==> src/rtl/hazard_scoreboard_pkg.sv <==
// Shared pipeline constants for the issue interlock: phase indices, default
// widths and the register index that aliases the program counter.
package hazard_scoreboard_pkg;

    localparam int PHASES_DEF  = 5;
    localparam int FETCH_PHASE = 0;
    localparam int REG_PHASE   = 1;
    localparam int EXEC_PHASE  = 2;
    localparam int MEM_PHASE   = 3;
    localparam int WB_PHASE    = 4;

    localparam int REGAW_DEF   = 4;
    localparam int FLAGS_W_DEF = 4;
    localparam int PC_I        = 15;
    localparam int CNTW_DEF    = 16;
    localparam int NUM_SLOTS   = 4;

    // Slot layout is {valid, rd_a, reg_we, set_cpsr}.
    function automatic int slot_width(input int regaw, input int flags_w);
        return 1 + regaw + 1 + flags_w;
    endfunction

endpackage

==> src/rtl/hazard_scoreboard_slot.sv <==
// One scoreboard stage: loads its predecessor each cycle, or becomes a bubble
// when squashed; reset clears it so no stale entry can ever commit.
module sb_slot #(
    parameter int W = 10
) (
    input  logic         clk,
    input  logic         nreset,
    input  logic         squash,
    input  logic         load,
    input  logic [W-1:0] d,
    output logic [W-1:0] q
);

    always_ff @(posedge clk) begin
        if (!nreset)
            q <= '0;
        else if (squash)
            q <= '0;
        else if (load)
            q <= d;
    end

endmodule

==> src/rtl/hazard_scoreboard.sv <==
// Issue interlock for the 5-phase pipeline: holds fetch on RAW, flag and PC
// hazards (no forwarding) and exposes the WB-slot write qualifiers.
module hazard_scoreboard
    import hazard_scoreboard_pkg::*;
#(
    parameter int PHASES  = PHASES_DEF,
    parameter int REGAW   = REGAW_DEF,
    parameter int FLAGS_W = FLAGS_W_DEF,
    parameter int PC_IDX  = PC_I,
    parameter int CNTW    = CNTW_DEF
) (
    input  logic               clk,
    input  logic               nreset,
    input  logic               dec_valid,
    input  logic [REGAW-1:0]   dec_rn_a,
    input  logic               dec_rn_use,
    input  logic [REGAW-1:0]   dec_rm_a,
    input  logic               dec_rm_use,
    input  logic [REGAW-1:0]   dec_rd_a,
    input  logic               dec_rd_read,
    input  logic               dec_reg_we,
    input  logic [FLAGS_W-1:0] dec_set_cpsr,
    input  logic               dec_reads_flags,
    input  logic               flush,
    output logic [PHASES-1:0]  stall_bits,
    output logic               issue,
    output logic               wb_valid,
    output logic [REGAW-1:0]   wb_rd_a,
    output logic               wb_we,
    output logic [2:0]         inflight,
    output logic [CNTW-1:0]    stall_cnt
);

    typedef struct packed {
        logic               valid;
        logic [REGAW-1:0]   rd_a;
        logic               reg_we;
        logic [FLAGS_W-1:0] set_cpsr;
    } slot_t;

    localparam logic [REGAW-1:0] PC_A = PC_IDX[REGAW-1:0];

    slot_t          slot_q [NUM_SLOTS];
    slot_t          slot_d [NUM_SLOTS];
    logic [NUM_SLOTS-1:0] slot_squash;
    slot_t          dec_entry;

    logic rn_hit, rm_hit, rd_hit, flag_busy, pc_busy;
    logic raw_hz, flag_hz, hazard, hold;

    assign dec_entry = '{valid: 1'b1, rd_a: dec_rd_a, reg_we: dec_reg_we,
                         set_cpsr: dec_set_cpsr};

    // Index 0 is S1 (REG) ... index 3 is S4 (WB). S4 is left out of the RAW
    // compare because its writeback lands before the consumer reads.
    always_comb begin
        rn_hit    = 1'b0;
        rm_hit    = 1'b0;
        rd_hit    = 1'b0;
        flag_busy = 1'b0;
        pc_busy   = 1'b0;
        for (int i = 0; i < 3; i++) begin
            if (slot_q[i].valid && slot_q[i].reg_we) begin
                if (slot_q[i].rd_a == dec_rn_a) rn_hit = 1'b1;
                if (slot_q[i].rd_a == dec_rm_a) rm_hit = 1'b1;
                if (slot_q[i].rd_a == dec_rd_a) rd_hit = 1'b1;
            end
        end
        for (int i = 0; i < 2; i++) begin
            if (slot_q[i].valid && (|slot_q[i].set_cpsr)) flag_busy = 1'b1;
        end
        for (int i = 0; i < NUM_SLOTS; i++) begin
            if (slot_q[i].valid && slot_q[i].reg_we && slot_q[i].rd_a == PC_A)
                pc_busy = 1'b1;
        end
    end

    assign raw_hz  = dec_valid && ((dec_rn_use && rn_hit) ||
                                   (dec_rm_use && rm_hit) ||
                                   (dec_rd_read && rd_hit));
    assign flag_hz = dec_valid && dec_reads_flags && flag_busy;
    assign hazard  = raw_hz || flag_hz || pc_busy;
    assign hold    = hazard && !flush;
    assign issue   = dec_valid && !hazard && !flush;

    always_comb begin
        stall_bits              = '0;
        stall_bits[FETCH_PHASE] = hold;
    end

    // A flush bubbles both S1 and S2; the branch itself sits in S2 and moves on.
    always_comb begin
        slot_d[0] = dec_entry;
        for (int i = 1; i < NUM_SLOTS; i++) slot_d[i] = slot_q[i-1];
        slot_squash    = '0;
        slot_squash[0] = !issue;
        slot_squash[1] = flush;
    end

    for (genvar g = 0; g < NUM_SLOTS; g++) begin : g_slot
        sb_slot #(.W($bits(slot_t))) u_slot (
            .clk    (clk),
            .nreset (nreset),
            .squash (slot_squash[g]),
            .load   (1'b1),
            .d      (slot_d[g]),
            .q      (slot_q[g])
        );
    end

    always_comb begin
        inflight = '0;
        for (int i = 0; i < NUM_SLOTS; i++)
            inflight = inflight + {2'b00, slot_q[i].valid};
    end

    assign wb_valid = slot_q[NUM_SLOTS-1].valid;
    assign wb_rd_a  = slot_q[NUM_SLOTS-1].rd_a;
    assign wb_we    = slot_q[NUM_SLOTS-1].valid && slot_q[NUM_SLOTS-1].reg_we;

    always_ff @(posedge clk) begin
        if (!nreset)
            stall_cnt <= '0;
        else if (hold && (stall_cnt != '1))
            stall_cnt <= stall_cnt + CNTW'(1);
    end

endmodule
==> config.mk <==
export PLATFORM = sky130hd
export DESIGN_NAME = hazard_scoreboard
export DESIGN_NICKNAME = d
export VERILOG_FILES = /design/src/rtl/hazard_scoreboard_pkg.sv /design/src/rtl/hazard_scoreboard_slot.sv /design/src/rtl/hazard_scoreboard.sv
export SDC_FILE = /design/constraint.sdc
export NUM_CORES = 1
export LEC_CHECK = 0
export CORE_MARGIN = 5
export CORE_UTILIZATION = 54
export CTS_CLUSTER_DIAMETER = 80
export DETAILED_ROUTE_END_ITERATION = 10
export PLACE_DENSITY = 0.94
export SYNTH_ARGS = -nofsm -noshare
export SYNTH_HDL_FRONTEND = slang
export SYNTH_SLANG_ARGS = --single-unit
==> constraint.sdc <==
create_clock -name clk -period 5.9 [get_ports clk]
set_clock_uncertainty 0.2 [all_clocks]
set_input_delay 1.18 -clock clk [delete_from_list [all_inputs] [get_ports clk]]
set_output_delay 1.18 -clock clk [all_outputs]
set_load 0.01 [all_outputs]
; Yosys cells after proc, flatten, opt, wreduce, memory -nomap -nowiden
; Index checks and enable logic that the tools add are counted.
[op_classes]
n_addsub = 4
n_eq_ne = 14
muxes = 25
bitwise_logic = 1
reduce_logical = 30
[op_table]
columns = op, n
row1 = $eq 4x4->1, 9
row2 = $mux 1, 24
row3 = $logic_and 1x1->1, 20
row4 = $add 16x1->16 const B, 1
row5 = $eq 4x4->1 const B, 4
row6 = $ne 16x16->1 const B, 1
row7 = $mux 10, 1
row8 = $reduce_or 4->1, 2
row9 = $logic_or 1x1->1, 4
row10 = $add 2x1->3, 1
row11 = $add 3x1->3, 1
row12 = $add 1x1->2, 1
row13 = $logic_not 1->1, 2
row14 = $reduce_and 2->1, 1
row15 = $reduce_or 2->1, 1
row16 = $not 1->1, 1
[word_totals]
reg_bits = 56
input_bits = 25
output_inout_bits = 31
word_cells = 80

; Longest topological paths before layout
[logic_depth]
depth_word = 17
ltp_mapped = 10
mapped_depth_nobuf = 8

; Modules after synthesis
; A second synthesis with hierarchy kept.
[hier_totals]
hier_cells = 317
area_unflattened_um2 = 2917.8
[modules_own_cells]
columns = module, n_inst, cells_per_inst, area_each_um2, seq_area_each_um2
row1 = hazard_scoreboard, 1, 185, 1476.4, 320.3
row2 = sb_slot, 4, 33, 360.3, 200.2

; Worst setup path after synthesis
; No wires, ideal clock.
[synth_path]
path_type = input to output
start = in dec_rn_a[1]
end = out issue
t_arrival_ns = 2.397
t_required_ns = 4.520
slack_ns = 2.123
cell_stages = 7
n_path_buf = 1
cell_sequence = xor2_1 -> nor3_1 -> nand4_1 -> nand4_1 -> nor4_4 -> buf_6 -> and3_1
[synth_between]
elab_chain_len = 16
elab_cells_between_ends = 18
classes_between = eq/ne (3) / mux (6) / reduce/logical (9)
[synth_rtl]
columns = element, line
row1 = start: declaration, hazard_scoreboard.sv:15  ; input logic [REGAW-1:0] dec_rn_a,
row2 = $eq 4x4->1, hazard_scoreboard.sv:64  ; if (slot_q[i].rd_a == dec_rn_a) rn_hit = 1'b1;
row3 = $mux 1, hazard_scoreboard.sv:64
row4 = $mux 1, hazard_scoreboard.sv:63  ; if (slot_q[i].valid && slot_q[i].reg_we) begin
row5 = $mux 1, hazard_scoreboard.sv:64
row6 = $mux 1, hazard_scoreboard.sv:63
row7 = $mux 1, hazard_scoreboard.sv:64
row8 = $mux 1 *, hazard_scoreboard.sv:63
row9 = $logic_and 1x1->1 *, hazard_scoreboard.sv:78  ; assign raw_hz = dec_valid && ((dec_rn_use && rn_hit) ||
row10 = $logic_or 1x1->1 *, hazard_scoreboard.sv:78
row11 = $logic_or 1x1->1 *, hazard_scoreboard.sv:79  ; (dec_rm_use && rm_hit) ||
row12 = $logic_and 1x1->1 *, hazard_scoreboard.sv:78
row13 = $logic_or 1x1->1 * (2 in series), hazard_scoreboard.sv:82  ; assign hazard = raw_hz || flag_hz || pc_busy;
row14 = $logic_not 1->1 *, hazard_scoreboard.sv:84  ; assign issue = dec_valid && !hazard && !flush;
row15 = $logic_and 1x1->1 * (2 in series), hazard_scoreboard.sv:84
row16 = end: declaration, hazard_scoreboard.sv:26  ; output logic issue,
; Mark *: on every way between the ends. The rest lies on a longest branch, timed or not.

; Final worst setup path
[layout_path]
start = in dec_rn_a[0]
end = out issue
; The elaborated chain is that of the path after synthesis.

==> metrics.md <==
| Metric | Value |
|---|---|
| Run status | `finished, final reports clean` |
| Routed vias/inst | `5.553` |
| Initial Utilization | `about 56%` |
| Non-filler cells, final | `369` |
| Post-CTS Setup Bufs | `0` |
| Yosys warnings | `0` |
| Reg2reg end | `stall_cnt[8]` |
| DP Cell Count | `about 360` |
| Post-layout instance area | `3042 um2` |
| Crit-path leading delay family | `buffers and inverters` |
| Worst Hold Depth | `1` |
| I/O Buffers | `between 50 and 60` |
| Slew Limit Fails | `0` |
| Slew margin rel. | `roughly three fifths` |
| CP endpoint kind | `primary output` |
| CP max FO | `26` |
| Die Y | `about 78 um` |
| Total Routing Usage GR | `18.77%` |
| Final setup TNS | `0 ps` |
| Hold endpoint | `g_slot[3].u_slot.q[4]` |
| Time the worst path needs with I/O delays and setup | `4967 ps` |
| Dominant cells by area after synthesis | `dfxtp_1 (39%), xor2_1 (8.9%), and2_1 (5.3%), xnor2_1 (3.9%), nand4_1 (3.8%)` |
| R2R Path Start | `stall_cnt[0]` |
| Area Growth Syn to Fin | `23.09%` |
| CTS root buf | `clkbuf_8` |
| RSZ-0062 raised after global routing | `no` |
| N_diodes | `0` |
| Share of layout cells above drive strength 1 | `under 10%` |
| Main synth FF type | `dfxtp_1` |
| Vias in the first global route | `just under 2000` |
| PostCTS Resize Cnt | `0` |
| Gpl congestion | `0.8835` |
| R2r worst-path depth | `8` |
| Std cell rows | `24` |
| Nets | `345` |
| Initial antenna violation count | `0` |
| DP Wirelength | `about 4.3 mm` |
| Setup ws final | `roughly 930 ps` |
| Drt drc | `0` |
| Register area share after synthesis | `between 30 and 40%` |
| Max incr delay on CP | `550 ps` |
| Post-route ant nets | `0` |
| Synth top area share | `approximately two fifths` |
| Final setup fails | `0` |
| CP Class | `in2out` |
| Flop2flop setup slack | `between 3000 and 4000 ps` |
| Synth cell count leaders | `dfxtp_1 (48), xor2_1 (25), and2_1 (21), nand2_1 (21), nand4_1 (15)` |
| Final wirelength | `~5.6 mm` |
| CP bufs+invs | `3` |
| Lkg Pwr | `1.181 nW` |
| Core area | `4384 um2` |
| Final core area utilization | `a little over two thirds` |
| Synth cell types | `39` |
| Worst-Margin Slew | `about 580 ps` |
| Synth async-reset ratio | `0%` |
| First-pass GRT wire length | `between 9 and 10 mm` |
| Synthesis-stage register bit count | `48` |
| CP max stage cell | `clkdlybuf4s50_1` |
| Largest net degree at the start of global routing | `40` |
| Remaining global-route overflow | `0` |
| Initial drt markers | `143` |
| Synth Area per Inst | `9.085 um2` |
| Clock Tree Buf Depth | `2` |
| Most common cell in the netlist | `dfxtp_1` |
| Number of synthesized flops with an enable pin | `0` |
| Detailed-route wire length per cell | `~15 um` |
| Critical Path RT | `4520 ps` |
| CP Data Arrival Time | `roughly 3600 ps` |
| HP Class | `reg2reg` |
| Die area | `roughly 6000 um2` |
| Max Fclk | `0.2013 GHz` |
| Die width | `between 70 and 80 um` |
| Cell area after synthesis | `2471 um2` |
| Tot Pwr | `between 500 and 600 uW` |
| Hold Buf Count CTS | `0` |
| Worst VDD drop | `~0.12 mV` |
| Worst-Skew Late Latency | `about 300 ps` |
| Placed Area | `just under 3000 um2` |
| Final hold violations | `0` |
| CTS H-Tree Depth | `2` |
| PD cells | `slightly below 200 nW/um2` |
| TritonCTS clock tree | `done` |
| Critical Path Source Type | `primary input` |
| Fin Hold WS | `roughly 280 ps` |
| Startpoint of the worst hold path | `g_slot[2].u_slot.q[4]` |
| Clock slew at reported path FFs | `90 ps` |
| Max Cap Viol | `0` |
| Largest area contributor in the synthesized netlist | `dfxtp_1` |
| Period utilization | `84.18%` |
| I/O Pins | `between 50 and 60` |
| Vias post-DR | `approximately 2000` |
| DP Worst Slack | `938.2 ps` |
| Mapped Cells | `around 270` |
| Num CTS Buffers | `5` |
| CTS sink cnt | `48` |
| Drt pass-1 iters | `4` |
| CP cell instances | `clkdlybuf4s50_1 > xor2_1 > nor3_1 > nand4_1 > nand4_1 > nor4_4 > buf_4 > and3_1 > clkdlybuf4s50_1` |
-- worst max path at each step --
stage / from / endpoint / slack, ps / cells after the start
floorplan: dec_rn_a[1] / issue / 2120 / 7
global placement: dec_rn_a[3] / issue / 990 / 9
detailed placement: dec_rn_a[0] / issue / 940 / 9
CTS: dec_rn_a[0] / issue / 940 / 9
global route: dec_rn_a[3] / issue / 830 / 9
finish: dec_rn_a[0] / issue / 930 / 9
-- kinds of logic (layout without fill, tap and decap cells) --
group	Yosys count	count (layout)	synth area share [%]
DFF	48	48	38.89
muxes	9	9	3.646
other	1	4	0.1518
AOI/OAI and AO/OA	20	20	5.873
adders and majority gates	4	4	2.329
and+or+nand+nor	125	125	29.77
buffers and inverters	29	71	6.582
xor gates and xnor gates	36	36	12.76
-- cell usage in the layout (no fill, tap or decap), types with 2 or more instances in the layout --
cell type	n
nand3_1	8
or3_1	2
and2_1	21
o22ai_2	2
nor3_1	10
nor2_1	7
xor2_1	25
conb_1	4
buf_4	2
or4_1	4
clkbuf_8	6
nand2b_1	9
a21oi_1	7
nand2_1	21
ha_1	3
nand4_1	15
and3_1	13
nor4b_1	2
dfxtp_1	48
o31ai_1	4
o21ai_0	4
clkdlybuf4s50_1	51
nor3b_1	3
xnor2_1	11
inv_1	9
mux2i_1	9
nor4_1	4
-- registers in the layout, summed over array words and instances (netlist names) --
register / flops
g_slot.u_slot.q: 32
stall_cnt: 16
-- cell type report --
type,instances,area (um2)
inverters,10,37.54
well taps,52,65.06
clock buffers,7,86.33
clock inverters,1,7.507
fillers,356,1343
repair buffers,53,525.5
multi-input cells,198,1359
flip-flops and latches,48,960.9
-- layer usage --
layer / global-route usage, % / wire length [um] / vias up
li1: - / - / 1016
met1: 25.21 / 2499 / 968
met2: 31.14 / 2715 / 56
met3: 3.356 / 286 / 9
met4: 4.639 / 77 / 0
met5: 0 / 0 / -
-- worst register-to-register path: stages (launching register included) --
cell and delay, ps:
dfxtp_1 360, ha_1 220, and3_1 190, and3_4 200, and4_4 200, nand3_1 90
nand2b_1 320, or4_1 590, a21oi_1 150
-- power by group --
part	internal, mW	leakage [nW]	switching (mW)	total (mW)
registers	0.327	0.388	0.00362	0.330
logic	0.0287	0.749	0.0280	0.0567
clock network	0.0953	0.0445	0.108	0.203
total	0.451	1.18	0.139	0.590
Note: power is estimated with default switching activity, not from simulation.
